**src/rtl/fp_align_seq.sv**
```systemverilog
// Multi-cycle operand alignment for the FP adder front end: picks the larger
// operand, then right-shifts the smaller mantissa STEP bits per cycle with sticky.
module fp_align_seq #(
  parameter int STEP  = 4,
  parameter int MAXSH = 28
) (
  input  logic        clk,
  input  logic        rst_n,
  input  logic        in_valid,
  output logic        in_ready,
  input  logic [36:0] NA,
  input  logic [36:0] NB,
  output logic        out_valid,
  input  logic        out_ready,
  output logic        Comp,
  output logic        SA,
  output logic        SB,
  output logic [7:0]  EO,
  output logic [27:0] MA,
  output logic [27:0] MB,
  output logic        busy
);

  // state     | meaning
  // S_IDLE    | waiting for an operand pair, in_ready high
  // S_COMPARE | select larger operand, load shifter and shift count
  // S_SHIFT   | shift smaller mantissa by up to STEP per cycle
  // S_DONE    | aligned pair presented until out_ready
  typedef enum logic [1:0] {S_IDLE, S_COMPARE, S_SHIFT, S_DONE} state_t;

  state_t      r_state;
  state_t      w_next;

  logic [36:0] r_na;
  logic [36:0] r_nb;
  logic        r_comp;
  logic        r_sa;
  logic        r_sb;
  logic [7:0]  r_eo;
  logic [27:0] r_ma;
  logic [27:0] r_sh;
  logic        r_sticky;
  logic [8:0]  r_rem;

  logic        w_comp;
  logic [8:0]  w_diff;
  logic [8:0]  w_rem0;
  logic [8:0]  w_amt;
  logic [27:0] w_out_mask;

  // Ties on exponent and mantissa keep A as the larger operand.
  assign w_comp = (r_nb[35:28] > r_na[35:28]) ||
                  ((r_nb[35:28] == r_na[35:28]) && (r_nb[27:0] > r_na[27:0]));
  assign w_diff = w_comp ? ({1'b0, r_nb[35:28]} - {1'b0, r_na[35:28]})
                         : ({1'b0, r_na[35:28]} - {1'b0, r_nb[35:28]});
  assign w_rem0 = (w_diff >= 9'(MAXSH)) ? 9'(MAXSH) : w_diff;

  assign w_amt      = (r_rem < 9'(STEP)) ? r_rem : 9'(STEP);
  assign w_out_mask = (28'd1 << w_amt) - 28'd1;

  always_ff @(posedge clk or negedge rst_n) begin
    if (!rst_n) r_state <= S_IDLE;
    else        r_state <= w_next;
  end

  always_comb begin
    w_next    = r_state;
    in_ready  = 1'b0;
    out_valid = 1'b0;
    busy      = 1'b1;
    case (r_state)
      S_IDLE: begin
        in_ready = 1'b1;
        busy     = 1'b0;
        if (in_valid) w_next = S_COMPARE;
      end
      S_COMPARE: w_next = (w_rem0 != 9'd0) ? S_SHIFT : S_DONE;
      S_SHIFT:   if (r_rem == w_amt) w_next = S_DONE;
      S_DONE: begin
        out_valid = 1'b1;
        if (out_ready) w_next = S_IDLE;
      end
      default:   w_next = S_IDLE;
    endcase
  end

  always_ff @(posedge clk or negedge rst_n) begin
    if (!rst_n) begin
      r_na     <= '0;
      r_nb     <= '0;
      r_comp   <= 1'b0;
      r_sa     <= 1'b0;
      r_sb     <= 1'b0;
      r_eo     <= '0;
      r_ma     <= '0;
      r_sh     <= '0;
      r_sticky <= 1'b0;
      r_rem    <= '0;
    end else begin
      case (r_state)
        S_IDLE: begin
          if (in_valid) begin
            r_na <= NA;
            r_nb <= NB;
          end
        end
        S_COMPARE: begin
          r_comp   <= w_comp;
          r_sa     <= w_comp ? r_nb[36]    : r_na[36];
          r_eo     <= w_comp ? r_nb[35:28] : r_na[35:28];
          r_ma     <= w_comp ? r_nb[27:0]  : r_na[27:0];
          r_sb     <= w_comp ? r_na[36]    : r_nb[36];
          r_sh     <= w_comp ? r_na[27:0]  : r_nb[27:0];
          r_sticky <= 1'b0;
          r_rem    <= w_rem0;
        end
        S_SHIFT: begin
          r_sh     <= r_sh >> w_amt;
          r_sticky <= r_sticky | (|(r_sh & w_out_mask));
          r_rem    <= r_rem - w_amt;
        end
        default: ;
      endcase
    end
  end

  assign Comp = r_comp;
  assign SA   = r_sa;
  assign SB   = r_sb;
  assign EO   = r_eo;
  assign MA   = r_ma;
  assign MB   = {r_sh[27:1], r_sh[0] | r_sticky};

endmodule

```
**config.mk**
```make
export PLATFORM = sky130hd
export DESIGN_NAME = fp_align_seq
export DESIGN_NICKNAME = d
export VERILOG_FILES = /design/src/rtl/fp_align_seq.sv
export SDC_FILE = /design/constraint.sdc
export NUM_CORES = 1
export LEC_CHECK = 0
export BUFFER_PORTS_ARGS = -buffer_cell sky130_fd_sc_hd__buf_2
export CAP_MARGIN = 30
export CORE_MARGIN = 5
export CORE_UTILIZATION = 52
export CTS_BUF_LIST = sky130_fd_sc_hd__clkbuf_8 sky130_fd_sc_hd__clkbuf_16
export CTS_CLUSTER_SIZE = 30
export DETAILED_ROUTE_END_ITERATION = 16
export PLACE_DENSITY = 0.78
export SYNTH_ARGS = -nofsm -noshare
export SYNTH_HDL_FRONTEND = slang
export SYNTH_SLANG_ARGS = --single-unit
```
**constraint.sdc**
```tcl
create_clock -name clk -period 3.1 [get_ports clk]
set_input_delay 0.62 -clock clk [delete_from_list [all_inputs] [get_ports clk]]
set_output_delay 0.62 -clock clk [all_outputs]
set_load 0.01 [all_outputs]
```
# Yosys cells after proc, flatten, opt, wreduce, memory -nomap -nowiden

Cells that the tools add are included.

Flip-flop bits (word level): 153
Input port bits: 78
Output and inout bits: 70
Word-level logic and storage cells: 59

$add $sub $neg: 4
Magnitude comparators: 4
Equal/unequal tests: 8
Shift operators: 2
Mux-type cells: 19
Bitwise logic cells: 3
Reduce and logical (&&, ||, !) cells: 8

Operators by type and width:

| cell                  | number |
|---|---|
| $mux 28               | 2 |
| $pmux 28 s2           | 1 |
| $and 28x28->28        | 1 |
| $gt 28x28->1          | 1 |
| $reduce_or 28->1      | 1 |
| $shl 1x9->28 const A  | 1 |
| $shr 28x9->28         | 1 |
| $sub 28x1->28 const B | 1 |
| $mux 9                | 3 |
| $pmux 9 s2            | 1 |
| $sub 8x8->9           | 2 |
| $eq 9x9->1            | 1 |
| $ge 9x5->1 const B    | 1 |
| $lt 9x3->1 const B    | 1 |
| $reduce_bool 9->1     | 1 |
| $sub 9x9->9           | 1 |
| $eq 8x8->1            | 1 |
| $gt 8x8->1            | 1 |
| $mux 8                | 1 |
| $pmux 2 s4            | 1 |
| $mux 1                | 6 |
| $mux 2                | 3 |
| $ne 2x2->1 const B    | 3 |
| $eq 2x2->1 const B    | 2 |
| 9 further kinds       | 10 |

# Longest topological paths before layout

Depth after elaboration: 9
Gate-level depth with buffers: 15
Depth with buffers taken out: 12

# Worst setup path after synthesis

No wires, ideal clock.

Path kind: register to register
From: register r_rem[5]
To: register r_sticky
Library setup time: 0.136 ns
Arrival: 2.812 ns
Data required time: 2.964 ns
Setup slack: 0.152 ns
Cell stages (with the launch flop): 14
Buffers on the path: 3
Clock period less this slack: 2.948 ns
Cell sequence: dfrtp_1 or4_1 clkbuf_1 nor4_1 and2_1 buf_2 clkbuf_1 nand2b_1 ha_1 nand2_1 o21ai_0 a221o_1 a21oi_1 a21oi_1

Cells in the longest elaborated chain, start to end: 8

Ends and longest elaborated chain:

| what                   | RTL line | text |
|---|---|---|
| from (decl)            | 43       | `logic [8:0] r_rem;` |
| from (signal assigned) | 115      | `r_rem <= w_rem0;` |
| from (signal assigned) | 120      | `r_rem <= r_rem - w_amt;` |
| $lt 9x3->1             | 58       | `assign w_amt = (r_rem < 9'(STEP)) ? r_rem : 9'(STEP);` |
| $mux 9 (*)             | 58       |  |
| $shl 1x9->28 (*)       | 59       | `assign w_out_mask = (28'd1 << w_amt) - 28'd1;` |
| $sub 28x1->28 (*)      | 59       |  |
| $and 28x28->28 (*)     | 119      | `r_sticky <= r_sticky \| (\|(r_sh & w_out_mask));` |
| $reduce_or 28->1 (*)   | 119      |  |
| $or 1x1->1 (*)         | 119      |  |
| $pmux 1 s2 (*)         | 100      | `case (r_state)` |
| to (signal assigned)   | 119      |  |
| to (decl)              | 42       | `logic r_sticky;` |

Mark *: on every way between the ends. The rest lies on a longest branch, timed or not.
A chain may end at the register's enable or synchronous reset.

# Worst setup path in the final report

From: register r_na[20]
To: register r_sh[6]

Cells in the longest elaborated chain, start to end: 5

Ends and longest elaborated chain:

| what                   | RTL line | text |
|---|---|---|
| from (decl)            | 34       | `logic [36:0] r_na;` |
| from (signal assigned) | 89       | `r_na <= '0;` |
| from (signal assigned) | 103      | `r_na <= NA;` |
| $gt 28x28->1           | 53       | `((r_nb[35:28] == r_na[35:28]) && (r_nb[27:0] > r_na[27:0]));` |
| $logic_and 1x1->1      | 53       |  |
| $logic_or 1x1->1       | 52       | `assign w_comp = (r_nb[35:28] > r_na[35:28]) \|\|` |
| $mux 28                | 113      | `r_sh <= w_comp ? r_na[27:0] : r_nb[27:0];` |
| $pmux 28 s2            | 100      |  |
| to (signal assigned)   | 113      |  |
| to (signal assigned)   | 118      | `r_sh <= r_sh >> w_amt;` |
| to (decl)              | 41       | `logic [27:0] r_sh;` |

No other way between the ends.

==> impl_metrics.yaml <==
power_and_ir_drop:
  ir_drop_v: 0.000842
  pwr-share-seq: 0.263
  total_leakage_power_uw: 0.00533
  switchingPower_uw: 7100
  netSwitchingFraction: 0.457
  internal_power_uw: 8430
  p_clk_frac: 0.130
  p_comb_frac: 0.607
  power_density_nw_per_um2: 1370
worst_setup_path:
  path_cells: "inv_1 > ha_1 > nand4_1 > nor4_4 > or4b_4 > o21ai_4 > a21o_4 > buf_12 > mux2i_1 > buf_4 > o221ai_1"
  reg2reg_depth: 11
  start_kind: "register"
  critPathArrivalTime_ps: 3450
  slowest_delay_ps: 520
  cp.depth: 11
  criticalPathCategory: "register to register"
  end_kind: "register"
  cp_top_family: "simple AND/OR/NAND/NOR gates"
  crit_buf_inv: 3
  critPathRequiredTime_ps: 3400
  cp_max_fo: 36
  cp_slowest_cell: "or4b_4"
clock_tree:
  clk_latency_ps: 430
  cts_made_buffers: 17
  hold_buffers: 0
  cts.sinks: 153
  htreeDepth: 4
  tritoncts: "built"
  cts_max_path_buffers: 2
  clk_pin_slew_worst_paths_ps: 60
  clock-root-buffer: "clkbuf_16"
die:
  die_area_um2: 20800
  num_rows: 49
  die_y_um: 144
  die_w_um: 144
  ioPinCount: 148
  initial_core_util: 0.525
  coreArea_um2: 17800
routing:
  vias_per_cell: 5.90
  drc: 0
  dr.pass1.iters: 5
  wl_per_cell_um: 19.1
  routed_wl_um: 26100
  drtIter0Drc: 738
  via_count: 8037
  ant_nets: 0
yosys:
  syn_nets: 1100
  synth_top_family_by_area: "multiplexers"
  syn_area_um2: 9380
  synthArstFlopShare: 1.00
  ys_ff_latch: 153
  synth_mux_area_frac: 0.178
  synth_compound_area_frac: 0.167
  synthCells: 970
  synth_seq_area_share: 0.408
  synth_top_flop_cell: "dfrtp_1"
  synth_warnings: 0
  synth_cell_types: 61
  synthSimpleGateAreaFrac: 0.100
  synthAdderAreaFrac: 0.0710
  synth_enable_flop_cells: 0
  syn_avg_cell_area_um2: 9.67
  synth_xor_area_frac: 0.00374
placement:
  port_buffers: 147
  gp_congestion: 0.923
  dp_hpwl_um: 18500
hold_path:
  hp-class: "primary input to async pin"
sta:
  skew_ps: 9.11
  timing.setup.tns_ps: -148
  slew_headroom: 0.593
  rsz0062_at_grt: "yes"
  finalCritPeriodShare: 1.02
  hold_violations: 0
  tightest_slew_ps: 611
  max_freq_mhz: 317
  setup_ws_ps: -50.8
  finalSetupViolCount: 5
  drv_slew: 0
  fin_crit_ps: 3150
layout:
  areaGrowthSynthToFinish_pct: 20.6
  layout-drive-gt1-share: 0.315
  nets: 1250
  finalCoreUtilization: 0.634
global_routing:
  grt_pass1_vias: 7840
  grt_pass1_wl_um: 41200
  track_usage: 0.250
  antenna_found_initial: 2
  grt_start_max_net_pins: 66
  grt_remaining_overflow: 0
outcome:
  status: "finished with violations"
  violations: "negative setup slack"
flow_run:
  max-cap-violations: 0
## registers in the layout, indices dropped and copies added, names as in the netlist
| signal | flops |
|---|---|
| r_na | 37 |
| Comp | 1 |
| r_rem | 9 |
| MA | 28 |
| EO | 8 |
| SA | 1 |
| r_sticky | 1 |
| SB | 1 |
| r_nb | 37 |
| r_sh | 28 |
| r_state | 2 |
## power by group through the flow
stage          registers (uW)  logic [uW]  clock network (uW)
3_3_place_gp             4020        8560                   0
4_1_cts                  4040        8940                2020
2_1_floorplan            3900        6140                   0
6_report                 4090        9420                2020
3_5_place_dp             4050        8780                   0
5_1_grt                  4220       10300                2130
## cell usage after synthesis (3+ instances only)
cell / instances / area [um^2]
dfrtp_1: 153 / 3830
a21oi_1: 103 / 515
nand2_1: 87 / 327
mux2_2: 75 / 845
mux2i_1: 71 / 711
nor2_1: 63 / 236
o21ai_0: 62 / 310
inv_1: 61 / 229
ha_1: 50 / 626
clkbuf_1: 40 / 150
buf_4: 27 / 203
o221ai_1: 16 / 140
o211ai_1: 15 / 113
nand3_1: 12 / 60.1
buf_2: 11 / 55.1
a211oi_1: 8 / 60.1
a21o_1: 8 / 60.1
nor3_1: 8 / 40.0
nor4_1: 8 / 50.1
nand2b_1: 6 / 37.5
nand4_1: 6 / 37.5
mux4_2: 5 / 113
a221o_1: 4 / 40.0
and3_1: 4 / 25.0
buf_1: 4 / 15.0
o21a_1: 4 / 30.0
a221oi_1: 3 / 26.3
and2_1: 3 / 18.8
nor2b_1: 3 / 18.8
o21bai_1: 3 / 22.5
o2bb2ai_1: 3 / 26.3
o31ai_1: 3 / 22.5
or3_1: 3 / 18.8
xor2_1: 3 / 26.3
## placed cells by master (no fill, tap or decap), types with 4 or more instances in the layout
cell,synthesis,final
o221ai_1,16,16
o21ai_0,62,60
a21oi_1,103,103
nand4_1,6,6
a221o_1,4,4
and3_1,4,4
o21a_1,4,4
ha_1,50,45
buf_2,11,146
a21o_1,8,7
buf_4,27,62
o211ai_1,15,15
mux4_2,5,5
dfrtp_1,153,153
nor4_1,8,5
nor2_1,63,62
clkbuf_16,0,17
ha_4,0,4
inv_1,61,64
mux2_2,75,75
nand2b_1,6,6
buf_12,0,4
nand3_1,12,12
nand2_1,87,85
nor3_1,8,7
a211oi_1,8,6
mux2i_1,71,68
## per-layer routing
metal / wire length (um) / vias up / global-route usage
li1: - / 3735 / -
met1: 11000 / 3881 / 0.350
met2: 12400 / 377 / 0.389
met3: 2230 / 42 / 0.0681
met4: 467 / 2 / 0.0663
met5: 7 / - / 0
## final timing paths
| check | from | to | slack, ps |
|---|---|---|---|
| max | r_na[20] | r_sh[6] | -50 |
| max in group asynchronous | rst_n | r_na[23] | 2110 |
| min | rst_n | MA[17] | 160 |
| min in group clk | NA[36] | r_na[36] | 420 |
| min reg2reg | MA[14] | MA[14] | 520 |
| max reg2reg | r_na[20] | r_sh[6] | -50 |
## final cells by class
type / count / area [um^2]
repair buffers: 214 / 1300
flip-flops and latches: 153 / 3830
well taps: 229 / 287
diodes: 1 / 2.50
clock buffers: 17 / 425
inverters: 61 / 229
clock inverters: 15 / 139
fillers: 1447 / 6530
multi-input cells: 673 / 5100
## kinds of logic (layout without fill, tap and decap cells)
logic type / count (synthesis) / count (layout)
xor gates and xnor gates: 4 / 4
buffers and inverters: 144 / 307
muxes: 151 / 151
adders and majority gates: 52 / 52
and+or+nand+nor: 212 / 212
AOI/OAI and AO/OA: 253 / 253
other: 1 / 2
DFF: 153 / 153
## through the flow
stage               hold WS [ps]  power, uW  instances  setup slack (ps)  area [um^2]
global placement             487      12600       1321              -118        10500
floorplan                    324      10000        970               152         9380
finish                       163      15500       1363             -50.8        11300
global route                 205      16600       1363              -153        11300
CTS                          194      15000       1353              4.45        11100
detailed placement           506      12800       1321              -188        10500
## repair_timing
action,4_1_cts,5_1_grt
gates resized for setup,7,25
pin swaps,5,15
setup buffers,0,9
setup endpoints to repair,19,28
No activity file was read; power rests on OpenSTA's default activity.
